[src/rtl/cache_pmem_arbiter.sv]
// rtl/cache_pmem_arbiter.sv - arbitrates I-cache and D-cache line traffic onto one physical memory port
// Optional ARB_ROUND_ROBIN_EN: round-robin tie break instead of fixed D-first priority.
module cache_pmem_arbiter #(
    parameter int ADDR_WIDTH = 32,
    parameter int LINE_WIDTH = 256
) (
    input  logic                  clk,
    input  logic                  rst,
    input  logic                  i_pmem_read,
    input  logic [ADDR_WIDTH-1:0] i_pmem_address,
    output logic [LINE_WIDTH-1:0] i_pmem_rdata,
    output logic                  i_pmem_resp,
    input  logic                  d_pmem_read,
    input  logic                  d_pmem_write,
    input  logic [ADDR_WIDTH-1:0] d_pmem_address,
    input  logic [LINE_WIDTH-1:0] d_pmem_wdata,
    output logic [LINE_WIDTH-1:0] d_pmem_rdata,
    output logic                  d_pmem_resp,
    output logic                  mem_read,
    output logic                  mem_write,
    output logic [ADDR_WIDTH-1:0] mem_address,
    output logic [LINE_WIDTH-1:0] mem_wdata,
    input  logic [LINE_WIDTH-1:0] mem_rdata,
    input  logic                  mem_resp
);

    typedef enum logic [1:0] {
        IDLE,
        GRANT_I,
        GRANT_D_RD,
        GRANT_D_WR
    } state_t;

    state_t state;
    logic   i_req;
    logic   d_req;
    logic   pick_d;

    assign i_req = i_pmem_read;
    assign d_req = d_pmem_read | d_pmem_write;

`ifdef ARB_ROUND_ROBIN_EN
    // Set when the I-cache was served last; resets set so the D-cache wins the first tie.
    logic last_i;
    assign pick_d = d_req & (~i_req | last_i);
`else
    assign pick_d = d_req;
`endif

    always_ff @(posedge clk or posedge rst) begin
        if (rst) begin
            state       <= IDLE;
            mem_read    <= 1'b0;
            mem_write   <= 1'b0;
            mem_address <= '0;
            mem_wdata   <= '0;
`ifdef ARB_ROUND_ROBIN_EN
            last_i      <= 1'b1;
`endif
        end else begin
            case (state)
                IDLE: begin
                    if (pick_d) begin
                        mem_address <= d_pmem_address;
`ifdef ARB_ROUND_ROBIN_EN
                        last_i      <= 1'b0;
`endif
                        // A simultaneous read+write is a write-back; the fill follows later.
                        if (d_pmem_write) begin
                            state     <= GRANT_D_WR;
                            mem_write <= 1'b1;
                            mem_wdata <= d_pmem_wdata;
                        end else begin
                            state    <= GRANT_D_RD;
                            mem_read <= 1'b1;
                        end
                    end else if (i_req) begin
                        state       <= GRANT_I;
                        mem_read    <= 1'b1;
                        mem_address <= i_pmem_address;
`ifdef ARB_ROUND_ROBIN_EN
                        last_i      <= 1'b1;
`endif
                    end
                end
                default: begin
                    if (mem_resp) begin
                        state     <= IDLE;
                        mem_read  <= 1'b0;
                        mem_write <= 1'b0;
                    end
                end
            endcase
        end
    end

    assign i_pmem_resp  = (state == GRANT_I) & mem_resp;
    assign d_pmem_resp  = ((state == GRANT_D_RD) | (state == GRANT_D_WR)) & mem_resp;
    assign i_pmem_rdata = mem_rdata;
    assign d_pmem_rdata = mem_rdata;

endmodule

[config.mk]
export PLATFORM = sky130hd
export DESIGN_NAME = cache_pmem_arbiter
export DESIGN_NICKNAME = d
export VERILOG_FILES = /design/src/rtl/cache_pmem_arbiter.sv
export SDC_FILE = /design/constraint.sdc
export NUM_CORES = 1
export LEC_CHECK = 0
export CAP_MARGIN = 20
export CELL_PAD_IN_SITES_DETAIL_PLACEMENT = 1
export CELL_PAD_IN_SITES_GLOBAL_PLACEMENT = 1
export CORE_AREA = 2 2 534 536
export DETAILED_ROUTE_END_ITERATION = 8
export DIE_AREA = 0 0 536 538
export PLACE_DENSITY_LB_ADDON = 0.1
export SLEW_MARGIN = 15
export SYNTH_ARGS = -nofsm -noshare
export SYNTH_HDL_FRONTEND = slang
export SYNTH_SLANG_ARGS = --single-unit
[constraint.sdc]
create_clock -name clk -period 17.8 [get_ports clk]
set_clock_uncertainty 0.1 [all_clocks]
set_input_delay 2.67 -clock clk [delete_from_list [all_inputs] [get_ports clk]]
set_output_delay 2.67 -clock clk [all_outputs]
set_load 0.005 [all_outputs]
==> results.yml, run 1 <==
run_status:
  status: "complete, no violations"
place:
  place_ws_ns: 10.99
  dp_hpwl_um: 56600
  io_buffers: 617
  place_inst: 5022
  finalWeightedCongestion: 0.641
worst_setup_path:
  critPathTopFamily: "buffers and inverters"
  cp-start-kind: "input pin"
  critPathMaxFanout: 6
  startpoint: "mem_resp"
  r2r_start: "state[1]$_DFFE_PP0P_"
  cp_common_cell: "clkdlybuf4s50_1"
  path_buf_inv: 2
  cp.required_ns: 15.03
  slowest_delay_ns: 0.64
  crit_path_top_delay_cell: "clkdlybuf4s50_1"
  path_cells: "clkdlybuf4s50_1 > and3_1 > clkdlybuf4s50_1"
  critPathArrivalTime_ns: 4.05
  setup.worst_path.end_class: "output port"
  crit_type: "input pin to output port"
timing:
  rsz0062_at_grt: "false"
  setup-violations-final: 0
  period_minus_slack_ns: 6.82
  max_slew_margin_pct: 38.8
  fmax_ghz: 0.147
  setup_ws_ns: 10.98
  hold_viol: 0
  finalCritPeriodShare_pct: 38.3
  slew_viol_final: 0
  tns_ns: 0
  worst_pin_slew_ns: 0.919
power:
  sequentialPowerShare_pct: 29.9
  power_uw: 4040
  internal_power_uw: 2770
  irDropWorstVdd_v: 0.0000668
  comb_power_share_pct: 43.8
  p_per_area_nw_per_um2: 164
  p_sw_uw: 1270
  leakage_uw: 0.00872
  pwr-share-clk_pct: 26.3
  swShare_pct: 31.4
grt:
  top_usage_layer: "met2"
  grt_pass1_vias: 10400
  antenna_found_initial: 36
  use_met1_pct: 5.16
  grt_use_met3_pct: 3.98
  track_usage_pct: 4.98
  use_met2_pct: 7.22
  grt-ovfl-total: 0
  grt_first_pass_wirelength_um: 97500
  grt_max_degree: 109
detailed_routing:
  firstDrtPassIters: 4
  detail_route.wl_per_cell_um: 14.4
  antenna_left: 0
  routed_via_density: 1.71
  drt_wl_total_um: 73900
  drc: 0
  drt_iter0_drc: 160
  via_count: 8776
floorplan:
  die_h_um: 538
  num_rows: 196
  ios: 1386
  core-area_um2: 283000
  fp.dieW_um: 536
  dieArea_um2: 288000
  start_util_pct: 5.66
clock_network:
  cts_buffer_depth: 3
  path_clk_slew_ns: 0.05
  root_buffer: "clkbuf_16"
  ctsResizeCount: 0
  cts.sinks: 292
  cts_made_buffers: 51
  cts_tree: "done"
  cts_hold_buf: 0
  cts_setup_buffers: 0
  ctsHtreeMaxLevel: 2
  clk_latency_ns: 0.68
synthesis:
  syn_nets: 1762
  netlist-cell-type-count: 18
  avgSynthCellArea_um2: 13.6
  syn_inst: 1180
  synth_seq_cells: 292
  synth_top_cell_area_share_pct: 45.6
  synth.area.top_cells: "dfrtp_1 46%, buf_4 24%, mux2_4 19%"
  yosys.area.top_type: "dfrtp_1"
  synthesis.area_um2: 16000
  synth_warnings: 0
  synth_seq_area_share_pct: 45.6
cells_and_area:
  drive_above_1_share_pct: 29.3
  nets: 1896
  fin_cells: 5120
  seq_area_um2: 7310
  multi_input_area_um2: 4470
  syn_to_final_growth_pct: 53.2
  fill_cells: 32900
worst_hold_path:
  min_from: "mem_wdata[145]$_DFFE_PP0P_"
  hold_path_class: "flop to flop"
job:
  cap_violations: 0
-- worst paths after layout --
path / to / slack, ns / cells past startpoint
min in group asynchronous: mem_wdata[22]$_DFFE_PP0P_ / 2.35 / 2
max in group asynchronous: mem_wdata[249]$_DFFE_PP0P_ / 13.78 / 4
worst min-delay path: mem_wdata[145]$_DFFE_PP0P_ / 0.38 / 1
worst min register to register: mem_wdata[145]$_DFFE_PP0P_ / 0.38 / 1
worst max-delay path: i_pmem_resp / 10.98 / 3
worst max register to register: mem_wdata[111]$_DFFE_PP0P_ / 14.35 / 5
-- flip-flops by register name, indices dropped and copies added, names as in the netlist --
name / count
mem_read: 1
mem_address: 32
mem_wdata: 256
mem_write: 1
state: 2
-- logic make-up (layout without fill, tap and decap cells) --
group | after synthesis | in the layout | synth area share, %
buffers and inverters | 553 | 728 | 26.6
muxes | 320 | 320 | 27.2
DFF | 292 | 292 | 45.6
AOI/OAI and AO/OA | 9 | 9 | 0.375
and+or+nand+nor | 6 | 6 | 0.219
other | 0 | 3 | 0
-- cells in the mapped netlist --
cell	count
buf_4	515
dfrtp_1	292
mux2_4	200
mux2_2	107
buf_6	17
mux2_1	13
buf_8	11
inv_1	6
buf_2	4
o21ai_0	4
and2_1	2
nor2_2	2
o22ai_1	2
a21oi_1	1
and3_1	1
nand2_1	1
o21ba_2	1
o31ai_2	1
-- cell type report --
cell class	instances	share of cell area, %
Multi-Input combinational cell	335	18.2
Sequential cell	292	29.8
Timing Repair Buffer	628	25.7
Tap cell	3762	19.2
Clock buffer	82	6.08
Clock inverter	12	0.938
Inverter	6	0.122
Antenna cell	3	0.0306
-- layout by cell type, fill, tap and decap left out, drive strengths merged --
cell and instances:
o31ai 1, o22ai 2, dfrtp 292, mux2 320, clkinvlp 2, clkbuf 82, and2 2, inv 7
a21oi 1, diode 3, o21ba 1, buf 11, and3 1, bufinv 4, clkdlybuf4s50 617, o21ai 4
nand2 1, nor2 2, clkinv 5
-- power groups by stage --
stage                     Sequential (µW)  Combinational, µW  Clock, µW
after CTS                            1220               1850       1150
after global routing                 1260               1930       1160
after floorplan                      1220                803          0
after detailed placement             1210               1850          0
after global placement               1220               1860          0
final                                1210               1770       1060
-- routing by layer --
metal,vias up,share of wire (%)
li1,3662,-
met1,4195,36
met2,649,42
met3,236,17
met4,34,4.3
met5,-,0.28
-- metrics by stage --
step	hold WS, ns	area, µm²	utilization (%)
finish	0.384	24500	8.67
global route	0.400	24500	8.66
CTS	0.388	24500	8.65
detailed placement	0.375	22800	8.04
global placement	0.370	22800	8.04
floorplan	0.383	16000	-
No activity file was read; power rests on OpenSTA's default activity.
==> inputs of run 2 (changes only) <==
--- a/config.mk
+++ b/config.mk
@@ -8,9 +8,9 @@
 export CAP_MARGIN = 20
 export CELL_PAD_IN_SITES_DETAIL_PLACEMENT = 1
 export CELL_PAD_IN_SITES_GLOBAL_PLACEMENT = 1
-export CORE_AREA = 2 2 534 536
+export CORE_AREA = 2 2 540 542
 export DETAILED_ROUTE_END_ITERATION = 8
-export DIE_AREA = 0 0 536 538
+export DIE_AREA = 0 0 542 544
 export PLACE_DENSITY_LB_ADDON = 0.1
 export SLEW_MARGIN = 15
 export SYNTH_ARGS = -nofsm -noshare
==> constraint.sdc (replaced) <==
create_clock -name clk -period 6.4 [get_ports clk]
set_clock_uncertainty 0.1 [all_clocks]
set_input_delay 0.96 -clock clk [delete_from_list [all_inputs] [get_ports clk]]
set_output_delay 0.96 -clock clk [all_outputs]
set_load 0.005 [all_outputs]
==> results.yml, run 2 (same netlist as run 1, synthesis figures left out) <==
grt:
  antenna_found_initial: 44
  track_usage_pct: 5.12
  grt_max_degree: 113
  grt_pass1_vias: 10600
  grt_first_pass_wirelength_um: 102000
  grt-ovfl-total: 0
detailed_routing:
  antenna_left: 0
  firstDrtPassIters: 4
  drt_iter0_drc: 174
  detail_route.wl_per_cell_um: 15.0
  met2_length_um: 32700
  wl_met1_um: 26300
  wl_met3_um: 14800
  drt_wl_total_um: 77500
  routed_via_density: 1.73
  top_layer: "met5"
  via_count: 8941
  drc: 0
floorplan:
  dieArea_um2: 295000
  fp.dieW_um: 542
  num_rows: 198
  ios: 1386
  start_util_pct: 5.54
  die_h_um: 544
  core-area_um2: 289000
clock_network:
  cts_hold_buf: 0
  path_clk_slew_ns: 0.04
  clk_latency_ns: 0.65
  ctsResizeCount: 0
  cts_tree: "done"
  root_buffer: "clkbuf_16"
  cts_setup_buffers: 0
  cts.sinks: 292
  cts_made_buffers: 50
  ctsHtreeMaxLevel: 2
  cts_buffer_depth: 3
place:
  io_buffers: 617
  dp_hpwl_um: 60200
  finalWeightedCongestion: 0.644
  place_area_um2: 22900
cells_and_area:
  largest_reg_flops: 256
  nets: 1898
  top_register: "mem_wdata"
  syn_to_final_growth_pct: 53.4
  fill_cells: 33600
  final_cell_mix: "617 x clkdlybuf4s50_1, 292 x dfrtp_1, 200 x mux2_4, 107 x mux2_2, 50 x clkbuf_16"
  final_common_cell: "clkdlybuf4s50_1"
  drive_above_1_share_pct: 29.7
  fin_area_um2: 24600
  top_regs: "mem_wdata (256), mem_address (32), state (2)"
timing:
  period_minus_slack_ns: 3.35
  rsz0062_at_grt: "false"
  hold_viol: 0
  max_slew_margin_pct: 32.8
  setup-violations-final: 0
  slew_viol_final: 0
  fmax_ghz: 0.298
  worst_pin_slew_ns: 1.01
  finalCritPeriodShare_pct: 52.4
  tns_ns: 0
worst_setup_path:
  crit_type: "input pin to output port"
  critPathArrivalTime_ns: 2.29
  cp_common_cell: "clkdlybuf4s50_1"
  path_cells: "clkdlybuf4s50_1 > and3_1 > clkdlybuf4s50_1"
  cp-start-kind: "input pin"
  critPathMaxFanout: 6
  cp.required_ns: 5.34
  crit_path_top_delay_cell: "clkdlybuf4s50_1"
  slowest_delay_ns: 0.59
  setup.worst_path.end_class: "output port"
power:
  leakage_uw: 0.00872
  p_per_area_nw_per_um2: 457
  irDropWorstVdd_v: 0.000207
worst_hold_path:
  hold_path_class: "flop to flop"
run_status:
  status: "complete, no violations"
job:
  cap_violations: 0
## run 2: cell types whose count changed in the layout (fill, tap and decap cells not counted), sizes merged
cell      before  now
buf           11   14
clkbuf        82   78
clkinvlp       2    4
bufinv         4    3
diode          3    1
clkinv         5    6
## run 2: path summary, 6_finish.rpt
path	start	end	slack, ns	depth (start not counted)
setup / recovery	mem_resp	i_pmem_resp	3.05	3
hold reg to reg	mem_wdata[120]$_DFFE_PP0P_	mem_wdata[120]$_DFFE_PP0P_	0.39	1
max in group asynchronous	rst	mem_wdata[125]$_DFFE_PP0P_	4.41	4
hold / removal	mem_wdata[120]$_DFFE_PP0P_	mem_wdata[120]$_DFFE_PP0P_	0.39	1
setup reg to reg	state[1]$_DFFE_PP0P_	mem_wdata[123]$_DFFE_PP0P_	3.77	4
min in group asynchronous	rst	mem_wdata[241]$_DFFE_PP0P_	0.80	3
## run 2: critical path, delay by kind of cell
kind | cells | cell delay [ns]
buffers and inverters | 2 | 1.14
AND/OR/NAND/NOR | 1 | 0.20
## run 2: layout make-up
type / count / area, µm² / share of cell area, %
diodes: 1 / 2.50 / 0.0102
repair buffers: 631 / 6360 / 25.9
well taps: 3800 / 4750 / 19.3
clock inverters: 14 / 196 / 0.799
multi-input cells: 335 / 4470 / 18.2
clock buffers: 78 / 1480 / 6.01
flip-flops and latches: 292 / 7310 / 29.7
inverters: 6 / 26.3 / 0.107
## run 2: metrics by stage
| step | setup slack (ns) | util [%] | power [µW] | hold WS [ns] | instances |
|---|---|---|---|---|---|
| after global placement | 2.66 | 7.91 | 8660 | 0.378 | 5063 |
| after floorplan | 1.46 | - | 5620 | 0.383 | 1180 |
| final | 3.05 | 8.50 | 11200 | 0.386 | 5157 |
| after global routing | 2.99 | 8.50 | 12200 | 0.401 | 5157 |
| after detailed placement | 2.61 | 7.92 | 8620 | 0.380 | 5064 |
| after CTS | 3.02 | 8.50 | 11800 | 0.393 | 5156 |
## run 2: where the power goes
group	switching, µW	total [µW]	internal [µW]	leakage [µW]
logic	1830	4970	3140	0.00447
registers	572	3380	2810	0.00344
clock network	1170	2880	1700	0.000809
total	3570	11200	7650	0.00872
## run 2: per-layer routing
metal  vias to the layer above  global-route usage [%]
met4                        50                    2.33
met5                         -                       0
li1                       3669                       -
met3                       258                    4.62
met1                      4295                    4.91
met2                       669                    7.56
==> inputs of run 3 (changes only) <==
--- a/config.mk
+++ b/config.mk
@@ -8,9 +8,9 @@
 export CAP_MARGIN = 20
 export CELL_PAD_IN_SITES_DETAIL_PLACEMENT = 1
 export CELL_PAD_IN_SITES_GLOBAL_PLACEMENT = 1
-export CORE_AREA = 2 2 540 542
+export CORE_AREA = 2 2 533 535
 export DETAILED_ROUTE_END_ITERATION = 8
-export DIE_AREA = 0 0 542 544
+export DIE_AREA = 0 0 535 537
 export PLACE_DENSITY_LB_ADDON = 0.1
 export SLEW_MARGIN = 15
 export SYNTH_ARGS = -nofsm -noshare
==> constraint.sdc (replaced) <==
create_clock -name clk -period 2.7 [get_ports clk]
set_clock_uncertainty 0.1 [all_clocks]
set_input_delay 0.405 -clock clk [delete_from_list [all_inputs] [get_ports clk]]
set_output_delay 0.405 -clock clk [all_outputs]
set_load 0.005 [all_outputs]
==> results.yml, run 3 (same netlist as run 1, synthesis figures left out) <==
run_status:
  status: "complete, no violations"
cells_and_area:
  top_register: "mem_wdata"
  largest_reg_flops: 256
  final_cell_mix: "617 x clkdlybuf4s50_1, 292 x dfrtp_1, 200 x mux2_4, 107 x mux2_2, 55 x clkbuf_16"
  nets: 1914
  final_common_cell: "clkdlybuf4s50_1"
  fin_cells: 5119
  drive_above_1_share_pct: 30.6
  utilization_pct: 8.86
  top_regs: "mem_wdata (256), mem_address (32), state (2)"
  syn_to_final_growth_pct: 55.6
worst_setup_path:
  critPathArrivalTime_ns: 1.92
  rrSetupSlack_ns: 0.60
  path_cells: "clkdlybuf4s50_1"
  r2r_start: "state[1]$_DFFE_PP0P_"
  setup.worst_path.end_class: "output port"
  cp-start-kind: "flop"
  crit_path_top_delay_cell: "dfrtp_1"
  path_buf_inv: 1
  critPathMaxFanout: 3
  timing.rr.end: "mem_wdata[105]$_DFFE_PP0P_"
  critPathTopFamily: "flip-flops"
  slowest_delay_ns: 0.61
  r2r_cells: 5
  cp.required_ns: 2.19
  crit_type: "flop to output port"
detailed_routing:
  drt_wl_total_um: 84400
  drc: 0
  drt_iter0_drc: 198
  routed_via_density: 1.77
  wl_met3_um: 14300
  met2_length_um: 36200
  top_layer: "met5"
  wl_met1_um: 29800
  firstDrtPassIters: 4
  via_count: 9054
  detail_route.wl_per_cell_um: 16.5
  antenna_left: 0
clock_network:
  ctsResizeCount: 0
  cts_made_buffers: 54
  ctsHtreeMaxLevel: 2
  cts_buffer_depth: 3
  cts.sinks: 292
  root_buffer: "clkbuf_16"
  clk_latency_ns: 0.67
  path_clk_slew_ns: 0.06
  cts_tree: "done"
timing:
  worst_pin_slew_ns: 0.478
  setup-violations-final: 0
  finalCritPeriodShare_pct: 89.6
  rsz0062_at_grt: "false"
  tns_ns: 0
  setup_ws_ns: 0.280
  hold_viol: 0
  slew_viol_final: 0
  fmax_ghz: 0.413
  whs_ns: 0.198
  max_slew_margin_pct: 68.0
  period_minus_slack_ns: 2.42
power:
  p_per_area_nw_per_um2: 1110
  irDropWorstVdd_v: 0.000425
  leakage_uw: 0.00891
floorplan:
  dieArea_um2: 287000
  start_util_pct: 5.70
  fp.dieW_um: 535
  num_rows: 195
  die_h_um: 537
  core-area_um2: 281000
  ios: 1386
worst_hold_path:
  min_from: "d_pmem_wdata[120]"
  holdPathEnd: "mem_wdata[120]$_DFFE_PP0P_"
  min_path_cells: 2
  hold_path_class: "input pin to flop"
grt:
  grt_first_pass_wirelength_um: 109000
  antenna_found_initial: 51
  track_usage_pct: 5.75
  grt-ovfl-total: 0
  grt_max_degree: 54
  grt_pass1_vias: 10500
place:
  finalWeightedCongestion: 0.642
  place_inst: 5018
  io_buffers: 617
  place_ws_ns: 0.245
  dp_hpwl_um: 67200
job:
  cap_violations: 0
[run 3: changes by cell type in the layout (fill, tap and decap cells not counted), sizes merged]
cell,before,now
bufinv,3,6
buf,14,25
diode,1,5
dlygate4sd3,0,1
clkbuf,78,80
inv,7,5
[run 3: power breakdown]
group          switching (µW)  internal (µW)  leakage (µW)
clock                    2850           4600      0.000894
sequential               1410           6660       0.00344
combinational            4490           7570       0.00458
total                    8740          18800       0.00891
[run 3: area by class of cell]
type                       count  area (µm²)
timing repair buffer         643        6590
multi-input combinational    335        4470
clock inverter                15         259
fill                       32600      256000
antenna                        5        12.5
sequential                   292        7310
tap                         3743        4680
clock buffer                  80        1590
inverter                       6        26.3
[run 3: worst max path at each step]
stage / from / to / slack [ns] / depth (start not counted)
finish: mem_wdata[94]$_DFFE_PP0P_ / mem_wdata[94] / 0.28 / 1
CTS: mem_write$_DFFE_PP0P_ / mem_write / 0.12 / 1
global route: mem_wdata[208]$_DFFE_PP0P_ / mem_wdata[208] / 0.13 / 1
floorplan: rst / mem_address[0]$_DFFE_PP0P_ / -1.68 / 1
detailed placement: d_pmem_write / mem_wdata[105]$_DFFE_PP0P_ / 0.25 / 5
global placement: d_pmem_write / mem_wdata[109]$_DFFE_PP0P_ / 0.24 / 5
[run 3: routing by layer]
layer / global-route usage [%] / up-vias
met4: 2.50 / 34
met5: 0 / -
met2: 8.62 / 711
met1: 5.79 / 4310
li1: - / 3714
met3: 4.65 / 285
[run 3: metrics by stage]
step	total power, µW	cell area, µm²
after floorplan	13300	16000
after global placement	20700	23100
after detailed placement	20700	23100
after CTS	28800	24900
after global routing	29700	24900
final	27600	24900
[run 3: timing repair]
| action | in CTS | in global routing |
|---|---|---|
| hold buffers | 1 | 0 |
| setup buffers | 0 | 0 |
| endpoints found under the hold margin | 11 | 0 |
